File: config.mk
export PLATFORM = sky130hd
export DESIGN_NAME = fft_out_reorder
export DESIGN_NICKNAME = d
export VERILOG_FILES = /design/src/rtl/fft_out_pkg.sv /design/src/rtl/fft_pingpong_ram.sv /design/src/rtl/fft_out_reorder.sv
export SDC_FILE = /design/constraint.sdc
export NUM_CORES = 1
export LEC_CHECK = 0
export CAP_MARGIN = 15
export CORE_UTILIZATION = 61
export CTS_BUF_LIST = sky130_fd_sc_hd__clkbuf_16
export DETAILED_ROUTE_END_ITERATION = 8
export PLACE_DENSITY = 0.79
export SYNTH_ARGS = -nofsm -noshare
export SYNTH_HDL_FRONTEND = slang
export SYNTH_SLANG_ARGS = --single-unit
export TNS_END_PERCENT = 20
File: constraint.sdc
create_clock -name CLK -period 6.65 [get_ports CLK]
set_clock_uncertainty 0.2 [all_clocks]
set_input_delay 1.6625 -clock CLK [delete_from_list [all_inputs] [get_ports CLK]]
set_output_delay 1.6625 -clock CLK [all_outputs]
set_load 0.05 [all_outputs]
File: src/rtl/fft_out_pkg.sv
// fft_out_pkg: shared helpers for the FFT output reorder stage.
//   - bitrev(): bit-reverses the low nbits of an index (nbits up to 6).
//   - narrow_val()/narrow_sat(): narrow a (total_bits+1)-bit sample to
//     total_bits, carried in 65/64-bit containers so one function serves
//     any width up to 64.
//   - localparams with the default geometry and output limits.
// Build option: define ROUND_SAT_EN for round-half-up with saturation;
// otherwise narrowing is a plain arithmetic shift (truncation).
package fft_out_pkg;

    localparam int     TOTAL_BITS = 32;
    localparam int     NPOINTS    = 8;
    localparam int     ADDR_W     = $clog2(NPOINTS);
    localparam longint OUT_MAX    = (64'sd1 <<< (TOTAL_BITS - 1)) - 64'sd1;
    localparam longint OUT_MIN    = -(64'sd1 <<< (TOTAL_BITS - 1));

    function automatic logic [5:0] bitrev(input logic [5:0] a, input int nbits);
        logic [5:0] r;
        r = '0;
        for (int i = 0; i < 6; i++) begin
            if (i < nbits) r[i] = a[nbits - 1 - i];
        end
        return r;
    endfunction

    // x is sign-extended to 65 bits; tb is the output width.
    function automatic logic signed [63:0] narrow_val(input logic signed [64:0] x,
                                                      input int tb);
        logic signed [64:0] s;
`ifdef ROUND_SAT_EN
        logic signed [64:0] mx;
        s  = (x + 65'sd1) >>> 1;
        mx = (65'sd1 <<< (tb - 1)) - 65'sd1;
        // Only the largest positive input can round past the output range.
        if (s > mx) s = mx;
`else
        s = x >>> 1;
`endif
        return s[63:0];
    endfunction

`ifdef ROUND_SAT_EN
    function automatic logic narrow_sat(input logic signed [64:0] x, input int tb);
        logic signed [64:0] s;
        s = (x + 65'sd1) >>> 1;
        return (s > ((65'sd1 <<< (tb - 1)) - 65'sd1));
    endfunction
`endif

endpackage

File: src/rtl/fft_pingpong_ram.sv
// fft_pingpong_ram: two banks of npoints words, one write port and one
// read port, bank chosen by a single bit on each port.
//   CLK            clock (write is synchronous)
//   i_we           write enable
//   i_wbank/i_waddr/i_wdata  write bank, address, data
//   i_rbank/i_raddr          read bank, address
//   o_rdata        combinational read data
// Contents are never reset.
module fft_pingpong_ram
    import fft_out_pkg::*;
#(
    parameter int DW      = 2 * (TOTAL_BITS + 1),
    parameter int npoints = NPOINTS
) (
    input  logic                       CLK,
    input  logic                       i_we,
    input  logic                       i_wbank,
    input  logic [$clog2(npoints)-1:0] i_waddr,
    input  logic [DW-1:0]              i_wdata,
    input  logic                       i_rbank,
    input  logic [$clog2(npoints)-1:0] i_raddr,
    output logic [DW-1:0]              o_rdata
);
    localparam int AW = $clog2(npoints);

    logic [DW-1:0] r_mem [0:2*npoints-1];

    always_ff @(posedge CLK) begin
        if (i_we) r_mem[{i_wbank, i_waddr}] <= i_wdata;
    end

    assign o_rdata = r_mem[{i_rbank, i_raddr}];

endmodule

File: src/rtl/fft_out_reorder.sv
// fft_out_reorder: narrows (total_bits+1)-bit complex samples to total_bits
// and reorders each frame from bit-reversed to natural order through a
// ping-pong buffer, so one frame is written while the previous one is read.
//   CLK, RST     clock, synchronous active-high reset
//   ED           clock enable; all state holds while low
//   START        marks input sample 0 of a frame
//   DIR/DII      input real/imag, signed, total_bits+1 wide
//   DOR/DOI      registered output real/imag, signed, total_bits wide
//   RDY          high with output sample 0 of a frame
//   OVF          sticky saturation flag (only with ROUND_SAT_EN)
// Build option: ROUND_SAT_EN selects rounding with saturation.
module fft_out_reorder
    import fft_out_pkg::*;
#(
    parameter int total_bits = TOTAL_BITS,
    parameter int npoints    = NPOINTS
) (
    input  logic                  CLK,
    input  logic                  RST,
    input  logic                  ED,
    input  logic                  START,
    input  logic [total_bits:0]   DIR,
    input  logic [total_bits:0]   DII,
    output logic [total_bits-1:0] DOR,
    output logic [total_bits-1:0] DOI,
    output logic                  RDY,
    output logic                  OVF
);
    localparam int            AW   = $clog2(npoints);
    localparam int            DW   = 2 * (total_bits + 1);
    localparam logic [AW-1:0] LAST = AW'(npoints - 1);

    logic [AW-1:0]         r_wc;
    logic [AW-1:0]         r_rc;
    logic                  r_wsel;
    logic                  r_wact;
    logic                  r_ract;
    logic [total_bits-1:0] r_dor;
    logic [total_bits-1:0] r_doi;
    logic                  r_rdy;

    logic                  w_we;
    logic [AW-1:0]         w_waddr;
    logic [AW-1:0]         w_raddr;
    logic [DW-1:0]         w_rdata;
    logic signed [64:0]    w_xre;
    logic signed [64:0]    w_xim;
    logic [total_bits-1:0] w_yre;
    logic [total_bits-1:0] w_yim;

    // START always lands at address 0, restarting any partial frame.
    assign w_we    = ED && (START || r_wact);
    assign w_waddr = START ? '0 : r_wc;
    assign w_raddr = AW'(bitrev(6'(r_rc), AW));

    fft_pingpong_ram #(
        .DW      (DW),
        .npoints (npoints)
    ) u_ram (
        .CLK     (CLK),
        .i_we    (w_we),
        .i_wbank (r_wsel),
        .i_waddr (w_waddr),
        .i_wdata ({DIR, DII}),
        .i_rbank (~r_wsel),
        .i_raddr (w_raddr),
        .o_rdata (w_rdata)
    );

    assign w_xre = {{(64-total_bits){w_rdata[DW-1]}}, w_rdata[DW-1:total_bits+1]};
    assign w_xim = {{(64-total_bits){w_rdata[total_bits]}}, w_rdata[total_bits:0]};
    assign w_yre = total_bits'(narrow_val(w_xre, total_bits));
    assign w_yim = total_bits'(narrow_val(w_xim, total_bits));

    always_ff @(posedge CLK) begin
        if (RST) begin
            r_wc   <= '0;
            r_rc   <= '0;
            r_wsel <= 1'b0;
            r_wact <= 1'b0;
            r_ract <= 1'b0;
            r_dor  <= '0;
            r_doi  <= '0;
            r_rdy  <= 1'b0;
        end else if (ED) begin
            if (r_ract) begin
                r_dor <= w_yre;
                r_doi <= w_yim;
                r_rdy <= (r_rc == '0);
                r_rc  <= r_rc + 1'b1;
                if (r_rc == LAST) r_ract <= 1'b0;
            end else begin
                r_rdy <= 1'b0;
            end

            // Placed after the read side: on back-to-back frames the final
            // read and the next frame completion share an edge, and the new
            // read must win.
            if (START) begin
                r_wc   <= AW'(1);
                r_wact <= 1'b1;
            end else if (r_wact) begin
                if (r_wc == LAST) begin
                    r_wc   <= '0;
                    r_wact <= 1'b0;
                    r_wsel <= ~r_wsel;
                    r_rc   <= '0;
                    r_ract <= 1'b1;
                end else begin
                    r_wc <= r_wc + 1'b1;
                end
            end
        end
    end

`ifdef ROUND_SAT_EN
    logic r_ovf;
    always_ff @(posedge CLK) begin
        if (RST) begin
            r_ovf <= 1'b0;
        end else if (ED && r_ract &&
                     (narrow_sat(w_xre, total_bits) || narrow_sat(w_xim, total_bits))) begin
            r_ovf <= 1'b1;
        end
    end
    assign OVF = r_ovf;
`else
    assign OVF = 1'b0;
`endif

    assign DOR = r_dor;
    assign DOI = r_doi;
    assign RDY = r_rdy;

endmodule

==> metrics.md, run 1 <==
| Metric | Value |
|---|---|
| Syn avg cell area | `21.37 um2` |
| Area Growth Syn to Fin | `14.30%` |
| GPL Wtd Cong | `0.7799` |
| Final #Nets | `2,174` |
| Overflow left after global routing | `0` |
| Pre-Repair DR Iteration Count | `6` |
| Post-route ant nets | `0` |
| Die Span X | `261.7 um` |
| Leak | `14.64 nW` |
| Wire length per cell | `29.33 um` |
| Syn nets | `2,000` |
| Top cell type's share of synthesized area | `74.73%` |
| Worst-path maximum fanout | `21` |
| Vias per cell | `6.589` |
| Via count | `20,140` |
| Cell family with most CP delay | `simple AND/OR/NAND/NOR gates` |
| Drt total wl | `89,660 um` |
| Die area | `68,490 um2` |
| Final min period | `4.488 ns` |
| Top routing layer in use | `met5` |
| Period utilization | `67.49%` |
| CTS clk-pin slew, worst paths | `0.06 ns` |
| Post-DP HPWL | `44,730 um` |
| Pwr/cell area | `287.4 nW/um2` |
| CP required | `6.76 ns` |
| Total track usage | `26.57%` |
| CTS tree | `built` |
| Crit-path slowest cell | `nor2_4` |
| H-tree levels | `3` |
| Postcts setup bufs | `0` |
| Top cells by area, synth | `edfxtp_1, mux4_2, dfxtp_1` |
| Initial antenna violation count | `9` |
| IO Pins | `136` |
| Clock Tree Buf Depth | `3` |
| Clock latency on the worst-skew pair | `0.67 ns` |
| Tightest Pin Transition | `1.096 ns` |
| Nature of the critical path startpoint | `input pin` |
| # DRC | `0` |
| Synth Register Bits | `1,098` |
| Met3 WL | `7453 um` |
| Synth Cell Area | `41,150 um2` |
| Peak VDD IR | `232.0 uV` |
| CTS root buf | `clkbuf_16` |
| Critical path arrival | `4.60 ns` |
| DR WL met2 | `45,560 um` |
| # fillers | `3,685` |
| Port buffer count | `132` |
| Commonest non-fill, non-tap cell in the layout | `edfxtp_1` |
| Commonest non-fill, non-tap cells in the layout | `edfxtp_1, mux4_2, clkdlybuf4s50_1` |
| First DRT Iteration DRCs | `2,216` |
| Yosys warning count | `0` |
| Hold Path Class | `register to register` |
| Post-synth cell types | `36` |
| Sink Count | `1,098` |
| Core area | `66,220 um2` |
| Vias in the first global route | `20,910` |
| Critical path buffer and inverter count | `3` |
| Seq/Total Area, Yosys | `78.33%` |
| Post-synth EDFFs | `1,024` |
| Max stage delay on crit path | `0.89 ns` |
| Unrepaired setup endpoints after global routing | `no` |
| Most frequent CP cell | `buf_4` |
| Largest net degree at the start of global routing | `135` |
| Chip height | `261.7 um` |
| Synth Flop Type | `edfxtp_1` |
| Cells after Synth | `1,925` |
| Kind of critical path | `input pin to register` |
| Hold buffers post-CTS | `0` |
| Fmax | `0.2228 GHz` |
| Setup TNS | `0 ns` |
| Met1 wire length | `34,140 um` |
| PostCTS Resize Cnt | `0` |
| CP Cell Sequence | `clkdlybuf4s50_1 -> buf_4 -> and3b_1 -> nand3_1 -> nor2_4 -> buf_4` |
| Status | `finished clean` |
| Share of cells above drive strength 1 | `21.57%` |
| Yosys top cell by area | `edfxtp_1` |
| First-pass GRT wire length | `130,900 um` |
| Slew Limit Fails | `0` |
| Final setup fails | `0` |
| Initial core utilization | `62.14%` |
| Row cnt | `94` |
| Slew HR | `26.92%` |
| Max Cap Viol | `0` |
| Final Hold Viols | `0` |
| Fin util | `71.03%` |
| Total clock buffers created by CTS | `103` |
| Async S/R FF share, synth | `0%` |
| Worst setup EP type | `register` |
| R2R Setup Slk | `3.12 ns` |
==> per-stage QoR <==
step | setup slack (ns) | std cells | total power, mW | instance area (um2) | hold slack [ns]
CTS | 2.218 | 3051 | 13.58 | 46990 | 0.2936
global route | 2.106 | 3057 | 13.86 | 47030 | 0.3096
global placement | 1.643 | 2857 | 7.929 | 43680 | 0.2799
detailed placement | 1.539 | 2857 | 7.947 | 43680 | 0.2765
floorplan | 0.9381 | 1925 | 7.799 | 41150 | 0.2873
finish | 2.162 | 3057 | 13.52 | 47030 | 0.2857
==> cell families (layout without fill, tap and decap cells) <==
logic type               Yosys count  count (layout)  share of synthesized area (%)
AO/OA/AOI/OAI                    205             205                          3.512
XOR/XNOR                           2               2                        0.04258
adder cells (fa/ha/maj)            5               5                         0.1520
buffers and inverters            113             376                          1.393
flip-flops                      1098            1098                          78.33
multiplexers                     385             385                          15.37
other                              1               6                       0.009114
AND/OR/NAND/NOR                  116             116                          1.189
==> layer usage <==
metal / global-route usage (%) / up-vias
li1: - / 8391
met1: 34.95 / 10530
met2: 44.22 / 1043
met3: 5.498 / 174
met4: 9.948 / 8
met5: 0 / -
==> flip-flops by register name, summed over array words and instances, names as in the netlist <==
name,count
r_wsel,1
DOI,32
r_ract,1
r_rc,3
DOR,32
u_ram.r_mem,1024
r_wact,1
RDY,1
r_wc,3
==> cell usage after synthesis (5+ instances only) <==
cell and instances:
a21oi_1 6, a221oi_1 63, a22oi_1 66, buf_2 17
buf_4 15, buf_6 9, clkbuf_1 64, dfxtp_1 74
edfxtp_1 1024, ha_1 5, mux2_2 64, mux2i_1 130
mux4_2 191, nand2_1 73, nor2_1 26, o21ai_0 5
o21ai_1 60
==> layout make-up <==
cell class              count  area (um2)  share of cell area (%)
diodes                      5       12.51                 0.02660
clock buffers             105        2628                   5.587
clock inverters            89       684.4                   1.455
inverters                   4       16.27                 0.03459
multi-input cells         714        8504                   18.08
flip-flops and latches   1098       32240                   68.56
well taps                 864        1081                   2.299
repair buffers            178        1862                   3.959
==> path summary, 6_finish.rpt <==
kind              cells after the start                 end    start
setup / recovery                      6  u_ram.r_mem[4][62]       ED
hold / removal                        2              DOR[9]   DOR[9]
setup reg to reg                      6             DOI[27]  r_rc[2]
hold reg to reg                       2              DOR[9]   DOR[9]
==> power by group <==
group          switching, mW  internal (mW)  total [mW]
clock network           2.49           3.22        5.71
registers            0.00895           7.58        7.59
logic                  0.143         0.0765       0.220
==> worst register-to-register path, delay by kind of cell, from the launching register on <==
family	cells	cell delay (ns)
compound gates	2	0.63
flops	1	0.91
simple gates	2	0.43
buf+inv	2	1.31
(Power assumes the default switching activity.)
==> inputs of run 2 (changes only) <==
--- a/config.mk
+++ b/config.mk
@@ -6,10 +6,10 @@
 export NUM_CORES = 1
 export LEC_CHECK = 0
 export CAP_MARGIN = 15
-export CORE_UTILIZATION = 61
+export CORE_UTILIZATION = 55
 export CTS_BUF_LIST = sky130_fd_sc_hd__clkbuf_16
 export DETAILED_ROUTE_END_ITERATION = 8
-export PLACE_DENSITY = 0.79
+export PLACE_DENSITY = 0.76
 export SYNTH_ARGS = -nofsm -noshare
 export SYNTH_HDL_FRONTEND = slang
 export SYNTH_SLANG_ARGS = --single-unit
==> constraint.sdc (replaced) <==
create_clock -name CLK -period 3.8 [get_ports CLK]
set_clock_uncertainty 0.2 [all_clocks]
set_input_delay 0.95 -clock CLK [delete_from_list [all_inputs] [get_ports CLK]]
set_output_delay 0.95 -clock CLK [all_outputs]
set_load 0.05 [all_outputs]
==> run 2 against run 1 <==
Effect of this change:
- non-clock buffer count rose by 22
- largest cell class unchanged
- via count is 0.61% lower
- critical path depth down 5
- combinational power grew 74%
- sequential share of layout area decreased by 0.87 points
- clock power increased by 77%
- critical path type is now register to output pin
==> metrics.md, run 2 (synthesis results as in run 1) <==
| Metric | Value |
|---|---|
| Vias in the first global route | `20,860 (-0.24%)` |
| Unrepaired setup endpoints after global routing | `no` |
| Max Cap Viol | `0 (unchanged)` |
| Initial core utilization | `56.02% (-6.1 points)` |
| Drt total wl | `87,700 um (-2.2%)` |
| Commonest non-fill, non-tap cells in the layout | `edfxtp_1, mux4_2, clkdlybuf4s50_1` |
| Fin area | `47,630 um2 (+1.3%)` |
| Setup WS pre-CTS | `0.2825 ns (-1.257 ns)` |
| Placed Area | `44,250 um2 (+1.3%)` |
| Status | `finished clean` |
| Overflow left after global routing | `0 (unchanged)` |
| Row cnt | `99 (+5.3%)` |
| Setup TNS | `0 ns (unchanged)` |
| CTS tree | `built` |
| Hold Worst Slack | `0.2885 ns (+0.002783 ns)` |
| Final #Nets | `2,198 (+1.1%)` |
| Crit-path slowest cell | `clkdlybuf4s50_1` |
| # fillers | `4,566 (+24%)` |
| # DRC | `0 (unchanged)` |
| CTS root buf | `clkbuf_16` |
| Commonest non-fill, non-tap cell in the layout | `edfxtp_1` |
| Switching pwr | `4.605 mW (+74%)` |
| Post-DP HPWL | `45,810 um (+2.4%)` |
| Post-route ant nets | `0 (unchanged)` |
| Nature of the critical path startpoint | `register` |
| Port buffer count | `132 (unchanged)` |
| Tightest Pin Transition | `0.8941 ns (-0.2022 ns)` |
| Period utilization | `83.90%` |
| Fin cells | `3,178 (+4.0%)` |
| Total track usage | `23.52% (-3.1 points)` |
| Slew Limit Fails | `0 (unchanged)` |
| Register area | `32,240 um2 (about the same)` |
| Slew HR | `40.13% (+13 points)` |
| Core area | `73,450 um2 (+11%)` |
| Largest net degree at the start of global routing | `74 (-45%)` |
| Setup ws final | `0.6118 ns (-1.550 ns)` |
| Clock network power share | `42.4% (+0.2 points)` |
| IO Pins | `136 (unchanged)` |
| Postcts setup bufs | `0 (unchanged)` |
| Peak VDD IR | `378.7 uV (+63%)` |
| Critical path arrival | `2.04 ns (-2.56 ns)` |
| Area of the multi-input gates | `8504 um2 (unchanged)` |
| Hold buffers post-CTS | `0 (unchanged)` |
| Chip height | `275.5 um (+5.3%)` |
| Final Hold Viols | `0 (unchanged)` |
| H-tree levels | `3 (unchanged)` |
| Share of cells above drive strength 1 | `22.30% (+0.73 points)` |
| Total clock buffers created by CTS | `105 (+1.9%)` |
| Wire length per cell | `27.59 um (-5.9%)` |
| Critical path buffer and inverter count | `1 (-2)` |
| Pwr/cell area | `498.3 nW/um2 (+73%)` |
| Sink Count | `1,098 (unchanged)` |
| # placed instances | `2,975 (+4.1%)` |
| Pre-Repair DR Iteration Count | `5 (-1)` |
| Hold Path Class | `register to register` |
| Vias per cell | `6.300 (-4.4%)` |
| CTS clk-pin slew, worst paths | `0.06 ns (about the same)` |
| Gate power share | `1.6% (about the same)` |
| Fmax | `0.3137 GHz` |
| Via count | `20,020 (-0.61%)` |
| PostCTS Resize Cnt | `0 (unchanged)` |
| CP required | `2.65 ns (-4.11 ns)` |
| Cell family with most CP delay | `buffers and inverters` |
| Sequential power share | `55.9% (-0.2 points)` |
| Final min period | `3.188 ns` |
| Die Span X | `275.5 um (+5.3%)` |
| Initial antenna violation count | `10 (+1)` |
| Worst setup EP type | `output pin` |
| Max stage delay on crit path | `0.87 ns (-0.02 ns)` |
| Final setup fails | `0 (unchanged)` |
| Clock latency on the worst-skew pair | `0.67 ns (about the same)` |
| Sw frac | `19.40% (-0.17 points)` |
| Clock Tree Buf Depth | `3 (unchanged)` |
| Internal | `19.13 mW (+76%)` |
| CP Cell Sequence | `clkdlybuf4s50_1` |
| Leak | `14.90 nW (+1.7%)` |
| First DRT Iteration DRCs | `2,114 (-4.6%)` |
| GPL Wtd Cong | `0.7534 (-3.4%)` |
| Kind of critical path | `register to output pin` |
| First-pass GRT wire length | `130,400 um (-0.37%)` |
| Worst-path maximum fanout | `2 (-90%)` |
| Die area | `75,910 um2 (+11%)` |
| Largest Register | `u_ram.r_mem` |
| Area Growth Syn to Fin | `15.76%` |
| Max reg flops | `1,024 (unchanged)` |
==> run 2: changes by cell type in the layout (fill, tap and decap cells not counted), sizes merged <==
cell,previous run,this run
inv,29,38
buf,46,68
diode,5,4
bufinv,9,8
clkinv,49,46
clkbuf,105,109
clkinvlp,6,2
==> run 2: power by group through the flow <==
stage | registers, mW | logic [mW] | clock network [mW]
6_report | 13.3 | 0.383 | 10.1
4_1_cts | 13.3 | 0.383 | 10.2
5_1_grt | 13.3 | 0.410 | 10.7
2_1_floorplan | 13.5 | 0.113 | 0
3_3_place_gp | 13.5 | 0.355 | 0
3_5_place_dp | 13.5 | 0.380 | 0
==> run 2: through the flow <==
step / power [mW] / util [%]
after floorplan: 13.65 / -
after global placement: 13.88 / 60.25
after detailed placement: 13.92 / 60.25
after CTS: 23.88 / 64.83
after global routing: 24.38 / 64.84
final: 23.74 / 64.84
==> run 2: worst paths after layout <==
| kind | from | endpoint | slack, ns | depth (start not counted) |
|---|---|---|---|---|
| max reg2reg | r_rc[2] | DOI[20] | 0.94 | 5 |
| max | DOI[15] | DOI[15] | 0.61 | 1 |
| min | DOR[13] | DOR[13] | 0.29 | 2 |
| min reg2reg | DOR[13] | DOR[13] | 0.29 | 2 |
==> run 2: per-layer routing <==
metal  routed length (um)  global-route usage, %  share of wire (%)  vias to the layer above
li1                     -                      -                  -                     8429
met1                35250                  32.36                 40                    10580
met2                44190                  38.66                 50                      860
met3                 6162                  3.984                7.0                      144
met4                 2032                  7.648                2.3                       10
met5                   63                      0              0.072                        -
==> run 2: final cells by class <==
type / instances / area share, %
inverter: 4 / 0.03415
multi-input combinational: 714 / 17.86
sequential: 1098 / 67.69
clock inverter: 90 / 1.337
tap: 959 / 2.519
timing repair buffer: 200 / 4.818
antenna: 4 / 0.02102
clock buffer: 109 / 5.727
==> inputs of run 3 (changes only) <==
==> constraint.sdc (replaced) <==
create_clock -name CLK -period 2.8 [get_ports CLK]
set_clock_uncertainty 0.2 [all_clocks]
set_input_delay 0.7 -clock CLK [delete_from_list [all_inputs] [get_ports CLK]]
set_output_delay 0.7 -clock CLK [all_outputs]
set_load 0.05 [all_outputs]
==> run 3 against run 2 <==
Effect of this change:
- combinational power is 44% higher
- worst hold slack better by 0.0026 ns
- routed wire length rose by 1.6%
- highest routed layer unchanged
==> metrics.md, run 3 (synthesis results as in run 1) <==
| Metric | Value |
|---|---|
| Status | `finished clean` |
| Tightest Pin Transition | `0.7278 ns (-0.1663 ns)` |
| Commonest non-fill, non-tap cells in the layout | `edfxtp_1, mux4_2, mux2i_1` |
| Row cnt | `99 (unchanged)` |
| Die Span X | `275.5 um (unchanged)` |
| Clock latency on the worst-skew pair | `0.68 ns (about the same)` |
| Chip height | `275.5 um (unchanged)` |
| Critical path buffer and inverter count | `1 (unchanged)` |
| Hold depth | `2 (unchanged)` |
| Port buffer count | `132 (unchanged)` |
| Core area | `73,450 um2 (unchanged)` |
| Crit-path slowest cell | `clkdlybuf4s50_1` |
| Post-DP HPWL | `49,450 um (+7.9%)` |
| Register area | `32,240 um2 (about the same)` |
| Postcts setup bufs | `0 (unchanged)` |
| Via count | `20,170 (+0.74%)` |
| Sink Count | `1,098 (unchanged)` |
| Setup ws final | `0.03361 ns (-0.5782 ns)` |
| R2r worst-path depth | `7 (+2)` |
| Kind of critical path | `register to output pin` |
| Total track usage | `23.88% (+0.37 points)` |
| Critical path origin | `DOI[16]` |
| CP required | `1.90 ns (-0.75 ns)` |
| Slew Limit Fails | `0 (unchanged)` |
| Largest net degree at the start of global routing | `73 (-1.4%)` |
| WP depth | `1 (unchanged)` |
| Max stage delay on crit path | `0.82 ns (-0.05 ns)` |
| Die area | `75,910 um2 (unchanged)` |
| Pwr/cell area | `668.4 nW/um2 (+34%)` |
| Unrepaired setup endpoints after global routing | `no` |
| IO Pins | `136 (unchanged)` |
| Commonest non-fill, non-tap cell in the layout | `edfxtp_1` |
| Initial antenna violation count | `4 (-6)` |
| Vias in the first global route | `21,130 (+1.3%)` |
| Peak VDD IR | `563.2 uV (+49%)` |
| Overflow left after global routing | `0 (unchanged)` |
| First-pass GRT wire length | `132,100 um (+1.3%)` |
| Hold Path Class | `register to register` |
| Cell family with most CP delay | `buffers and inverters` |
| First DRT Iteration DRCs | `2,166 (+2.5%)` |
| Fmax | `0.3615 GHz` |
| Total clock buffers created by CTS | `105 (unchanged)` |
| Placed Area | `44,980 um2 (+1.6%)` |
| Share of cells above drive strength 1 | `24.15% (+1.8 points)` |
| CTS clk-pin slew, worst paths | `0.06 ns (about the same)` |
| CTS tree | `built` |
| Worst setup EP type | `output pin` |
| Drt total wl | `89,070 um (+1.6%)` |
| Final min period | `2.766 ns` |
| Area Growth Syn to Fin | `17.50%` |
| Clock Tree Buf Depth | `3 (unchanged)` |
| Largest Register | `u_ram.r_mem` |
| Area of the multi-input gates | `8533 um2 (+0.34%)` |
| Critical path arrival | `1.87 ns (-0.17 ns)` |
| Final setup fails | `0 (unchanged)` |
| Reg2reg start | `r_rc[2]` |
| Setup TNS | `0 ns (unchanged)` |
| Hold buffers post-CTS | `0 (unchanged)` |
| Slew HR | `51.30% (+11 points)` |
| CTS root buf | `clkbuf_16` |
| Pre-Repair DR Iteration Count | `5 (unchanged)` |
| Post-route ant nets | `0 (unchanged)` |
| R2R Setup Slk | `0.37 ns (-0.57 ns)` |
| Wire length per cell | `27.68 um (+0.31%)` |
| # fillers | `4,559 (-0.15%)` |
| CP Cell Sequence | `clkdlybuf4s50_1` |
| Period utilization | `98.80%` |
| Worst-path maximum fanout | `2 (unchanged)` |
| Setup WS pre-CTS | `-0.01189 ns (-0.2944 ns)` |
| Leak | `15.37 nW (+3.2%)` |
| Final #Nets | `2,240 (+1.9%)` |
| Vias per cell | `6.268 (-0.51%)` |
| Nature of the critical path startpoint | `register` |
| # DRC | `0 (unchanged)` |
| Final Hold Viols | `0 (unchanged)` |
| Capture point of the worst path | `DOI[16]` |
| Fin area | `48,350 um2 (+1.5%)` |
| Initial core utilization | `56.02% (unchanged)` |
| H-tree levels | `3 (unchanged)` |
| Max Cap Viol | `0 (unchanged)` |
| Reg-to-Reg End | `DOI[21]` |
| GPL Wtd Cong | `0.7469 (-0.86%)` |
| Max reg flops | `1,024 (unchanged)` |
[run 3: timing repair]
| action | 4_1_cts | 5_1_grt |
|---|---|---|
| setup endpoints to repair | 22 | 5 |
| gates resized for setup | 22 | 5 |
| gates cloned | 0 | 0 |
[run 3: cell type report]
class / count / share of cell area (%)
clock inverters: 94 / 1.558
flip-flops and latches: 1098 / 66.69
clock buffers: 105 / 5.435
repair buffers: 242 / 6.144
inverters: 4 / 0.03364
diodes: 2 / 0.01035
well taps: 959 / 2.482
multi-input cells: 714 / 17.65
[run 3: routing by layer]
layer  share of wire, %  vias up  routed length, um  track usage, %
met5              0.036        -                 32               0
met3                7.3      138               6506           4.158
met2                 51      919              45010           39.63
met1                 40    10580              35310           32.32
met4                2.5        4               2213           8.113
li1                   -     8532                  -               -
[run 3: worst min path at each step]
stage	slack, ns	start	endpoint
detailed placement	0.28	DOR[14]	DOR[14]
CTS	0.30	DOR[14]	DOR[14]
global route	0.32	DOR[20]	DOR[20]
floorplan	0.29	r_ract	r_ract
finish	0.29	DOR[14]	DOR[14]
global placement	0.28	DOR[14]	DOR[14]
[run 3: power by group]
| group | switching (mW) | internal [mW] | leakage [nW] |
|---|---|---|---|
| clock | 6.04 | 7.70 | 1.74 |
| combinational | 0.349 | 0.204 | 3.80 |
| sequential | 0.0209 | 18.0 | 9.83 |
| total | 6.41 | 25.9 | 15.4 |
[run 3: through the flow]
stage | hold WS (ns) | util [%] | std cells | power (mW)
2_1_floorplan | 0.2873 | - | 1925 | 18.53
3_3_place_gp | 0.2836 | 61.23 | 3017 | 18.87
3_5_place_dp | 0.2839 | 61.23 | 3017 | 18.92
4_1_cts | 0.2977 | 65.80 | 3216 | 32.48
5_1_grt | 0.3228 | 65.82 | 3218 | 33.14
6_report | 0.2911 | 65.82 | 3218 | 32.32
==> RTL change 1, RTL diff (settings of run 1) <==
`TOTAL_BITS`: 32 -> 24.
--- a/src/rtl/fft_out_pkg.sv
+++ b/src/rtl/fft_out_pkg.sv
@@ -8,7 +8,7 @@
 // otherwise narrowing is a plain arithmetic shift (truncation).
 package fft_out_pkg;
 
-    localparam int     TOTAL_BITS = 32;
+    localparam int     TOTAL_BITS = 24;
     localparam int     NPOINTS    = 8;
     localparam int     ADDR_W     = $clog2(NPOINTS);
     localparam longint OUT_MAX    = (64'sd1 <<< (TOTAL_BITS - 1)) - 64'sd1;
Interface: changed (resized DII, DIR, DOI and DOR); port bits go from 136 to 104. The function was not compared with the original's and may differ.
==> RTL change 1 against run 1 <==
  * Synthesized cell count down 29%
  * Synthesized area fell by 25%
  * Final area decreased by 24%
  * Largest cell class unchanged
  * Clock power down 23%
  * Power shrank 24%
  * Hold slack better by 0.019 ns
  * Sequential share of layout area shrank 0.40 points
  * Critical path depth decreased by 1
  * Worst setup slack better by 0.13 ns
  * Routed wire length shrank 28%
  * Sequential cell count is 272 lower
  * Non-clock buffer count shrank 45
==> RTL change 1: results (changes against run 1) <==
| Metric | Value |
|---|---|
| Status | finished, final reports clean |
| Post-synth top cells | 768 x edfxtp_1, 189 x mux4_2, 58 x dfxtp_1, 51 x mux2i_1, 50 x a22oi_1 |
| Worst slack at placement | 1.74 ns (+0.204 ns) |
| Pin count of the biggest net entering global routing | 84 (-38%) |
| Syn Area/Cell | 22.8 sq um (+6.4%) |
| Reg2reg start | r_rc[2] |
| Worst-case reg-to-reg path depth | 5 (-1) |
| DP Cell Count | 2,095 (-27%) |
| Leak pwr | 11.2 nW (-23%) |
| Class of the worst hold path | reg2reg |
| Clk_lat worst skew | 0.62 ns (-0.05 ns) |
| GRT Overall Usage | 25.9% (-0.70 points) |
| First-pass GRT wire length | 95.3 mm (-27%) |
| Yosys cell types | 36 (unchanged) |
| Detailed Place HPWL | 33.7 mm (-25%) |
| Layout cells sized above 1 | 25.5% (+3.9 points) |
| Post-Layout Cell Count | 2,247 (-26%) |
| Min-delay src | DOR[3] |
| H-tree depth | 3 (unchanged) |
| Async S/R FF share, synth | 0% (unchanged) |
| Area contributors post-synth | edfxtp_1 74%, mux4_2 14%, dfxtp_1 3.7% |
| Post-synth EDFFs | 768 (-25%) |
| Filler cell count | 2,805 (-24%) |
| Max IR drop VDD | 220 uV (-5.4%) |
| Register Area | 0.0242 sq mm (-25%) |
| Clock-pin transition on the worst setup and hold timing paths | 0.06 ns (about the same) |
| Sequential area share after synthesis | 78.1% (-0.27 points) |
| Syn_nets | 1,423 (-29%) |
| PortBufs | 100 (-24%) |
| Post-CTS Setup Repair Bufs | 0 (unchanged) |
| WL/cell | 28.8 microns (-1.8%) |
| WHS Path Cells | 2 (unchanged) |
| Pre-Repair DR Iteration Count | 5 (-1) |
| Worst Setup SP | ED |
| 1st-iter DRT viols | 1,350 (-39%) |
| Initial antenna violation count | 6 (-3) |
| CTS resizes | 0 (unchanged) |
| CTS Buf Count | 80 (-22%) |
| Slew @ Worst Pin | 1.18 ns (+0.0792 ns) |
| Critical path arrival | 4.44 ns (-0.16 ns) |
| Area post-placement | 0.0330 sq mm (-25%) |
| Longest Clk Path Bufs | 3 (unchanged) |
| CTS root buffer | clkbuf_16 |
| Crit Path Max Fanout | 21 (unchanged) |
| Largest register FFs | 768 (-25%) |
| Post-layout net count | 1,564 (-28%) |
| Synth Warn # | 0 (unchanged) |
| Vias in the first global route | 15.3k (-27%) |
| Final Wtd Congestion | 0.773 (-0.88%) |
| Vias per cell | 6.47 (-1.9%) |
-- RTL change 1: cell types whose count changed after synthesis, moves of 12 or more --
cell,change
clkbuf_1,-34
a22oi_1,-16
o21ai_1,-12
mux2_2,-16
edfxtp_1,-256
a221oi_1,-63
mux2i_1,-79
dfxtp_1,-16
nand2_1,-62
-- RTL change 1: power breakdown --
part / switching [mW] / leakage (nW) / internal, mW
sequential: 0.00694 / 7.39 / 5.70
combinational: 0.108 / 2.48 / 0.0575
clock: 1.88 / 1.34 / 2.54
-- RTL change 1: layout make-up --
cell class | instances | share of cell area, %
Antenna cell | 4 | 0.0282
Clock buffer | 85 | 5.98
Clock inverter | 63 | 1.26
Inverter | 4 | 0.0493
Multi-Input combinational cell | 460 | 18.3
Sequential cell | 826 | 68.2
Tap cell | 672 | 2.37
Timing Repair Buffer | 133 | 3.90
-- RTL change 1: path summary, 6_finish.rpt --
kind | to | slack [ns]
max | u_ram.r_mem[12][40] | 2.29
min | DOR[3] | 0.31
max reg2reg | DOR[21] | 3.40
min reg2reg | DOR[3] | 0.31
-- RTL change 1: layer usage --
layer / GRT usage [%] / part of all wire, %
met1: 33.9 / 38
met2: 43.6 / 52
met3: 5.41 / 6.8
met4: 8.70 / 2.7
met5: 0 / 0.026
-- RTL change 1: worst max-delay path: stages --
cell	delay [ns]
clkdlybuf4s50_1	0.81
and3b_1	0.33
nand3_1	0.38
nor2_4	0.82
buf_4	0.42
-- RTL change 1: kinds of logic after synthesis --
| group | synth area share, % |
|---|---|
| multiplexers | 17.2 |
| flip-flops | 78.1 |
| adder cells (fa/ha/maj) | 0.202 |
| other | 0.0121 |
| AND/OR/NAND/NOR | 0.758 |
| buffers and inverters | 1.46 |
| AO/OA/AOI/OAI | 2.26 |
| XOR/XNOR | 0.0565 |
==> RTL change 2, RTL diff (flow settings as in run 1) <==
Made on the original files. The option `ROUND_SAT_EN` is turned on by a define.
--- a/src/rtl/fft_out_pkg.sv
+++ b/src/rtl/fft_out_pkg.sv
@@ -6,6 +6,8 @@
 //   - localparams with the default geometry and output limits.
 // Build option: define ROUND_SAT_EN for round-half-up with saturation;
 // otherwise narrowing is a plain arithmetic shift (truncation).
+`define ROUND_SAT_EN
+
 package fft_out_pkg;
 
     localparam int     TOTAL_BITS = 32;
Formal check against the unedited RTL: same outputs for any inputs over 4 cycles, from zero or initial values and one cycle with RST high; that may be too few to reach the edited logic, so the function may still have changed.
==> RTL change 2 against run 1 <==
  * Final area grew 7.9%
  * Worst setup slack got worse by 0.46 ns
  * Clock power grew 9.3%
  * Power rose by 5.5%
  * Via count is 12% higher
  * Sequential cell count rose by 33
  * Synthesized area increased by 9.1%
  * Routed wire length grew 15%
  * Sequential share of layout area decreased by 3.1 points
  * Critical endpoint is now DOI[19]
  * Largest cell class unchanged
  * Largest power group unchanged
  * Highest routed layer unchanged
==> RTL change 2: results (changes against run 1) <==
| Metric | Value |
|---|---|
| Status | finished, final reports clean |
| Sequential area share after synthesis | 74.0% (-4.4 points) |
| Routed met2 length | 51.8 mm (+14%) |
| Hold Slack | 0.292 ns (+0.00590 ns) |
| Critical-path top delay cell | dfxtp_4 |
| GRT Overall Usage | 28.1% (+1.5 points) |
| Worst slack at placement | 1.59 ns (+0.0528 ns) |
| Leak pwr | 15.7 nW (+7.0%) |
| Met1 usage | 38.8% (+3.9 points) |
| Crit Path Max Fanout | 58 (+180%) |
| First-pass GRT wire length | 151 mm (+15%) |
| 1st-iter DRT viols | 2,665 (+20%) |
| Initial antenna violation count | 6 (-3) |
| Worst-case reg-to-reg path depth | 9 (+3) |
| Largest register FFs | 1,056 (+3.1%) |
| Max IR drop VDD | 320 uV (+38%) |
| Met1 Wirelength | 39.5 mm (+16%) |
| Vias in the first global route | 22.8k (+9.1%) |
| Yosys cell types | 71 (+97%) |
| Vias per cell | 6.71 (+1.9%) |
| PnR Total Power | 14.3 mW (+5.5%) |
| Critical Path End | DOI[19] |
| CTS Buf Count | 109 (+5.8%) |
| Post-synth EDFFs | 1,056 (+3.1%) |
| Worst Setup SP | r_wsel |
| GR Util met3 | 4.77% (-0.73 points) |
| Area post-placement | 0.0470 sq mm (+7.7%) |
| Slew headroom | 12.4% (-14 points) |
| Drt total wl | 103 mm (+15%) |
| PortBufs | 135 (+2.3%) |
| Cells after synthesis | 2,107 (+9.5%) |
| Cell family with most CP delay | compound AO/OA/AOI/OAI gates |
| Layout cells sized above 1 | 19.9% (-1.6 points) |
| Gate power share | 1.4% (-0.2 points) |
| Syn_nets | 2,184 (+9.2%) |
## RTL change 2: cell types whose count changed after synthesis, moves of 27 or more
cell      change
xor2_1       +31
nor2_1       +87
nor3_1       +51
edfxtp_1     +32
mux2i_1      -89
mux2_2       -59
xnor2_1      +27
clkbuf_1     -44
o21ai_1      -56
a221oi_1     -46
a22oi_1      -41
a211oi_1     +31
mux4_1       +88
## RTL change 2: area by class of cell
class	instances	area, sq um	share of cell area, %
multi-input cells	849	10700	21.0
well taps	959	1200	2.36
flip-flops and latches	1131	33200	65.5
repair buffers	191	1900	3.75
diodes	1	2.50	0.00493
clock buffers	114	2850	5.62
inverters	14	53.8	0.106
clock inverters	94	836	1.65
## RTL change 2: cell families after synthesis
family,synth area share [%]
flip-flops,74.0
multiplexers,16.1
AND/OR/NAND/NOR,3.54
AO/OA/AOI/OAI,2.53
buffers and inverters,2.53
XOR/XNOR,1.17
adder cells (fa/ha/maj),0.195
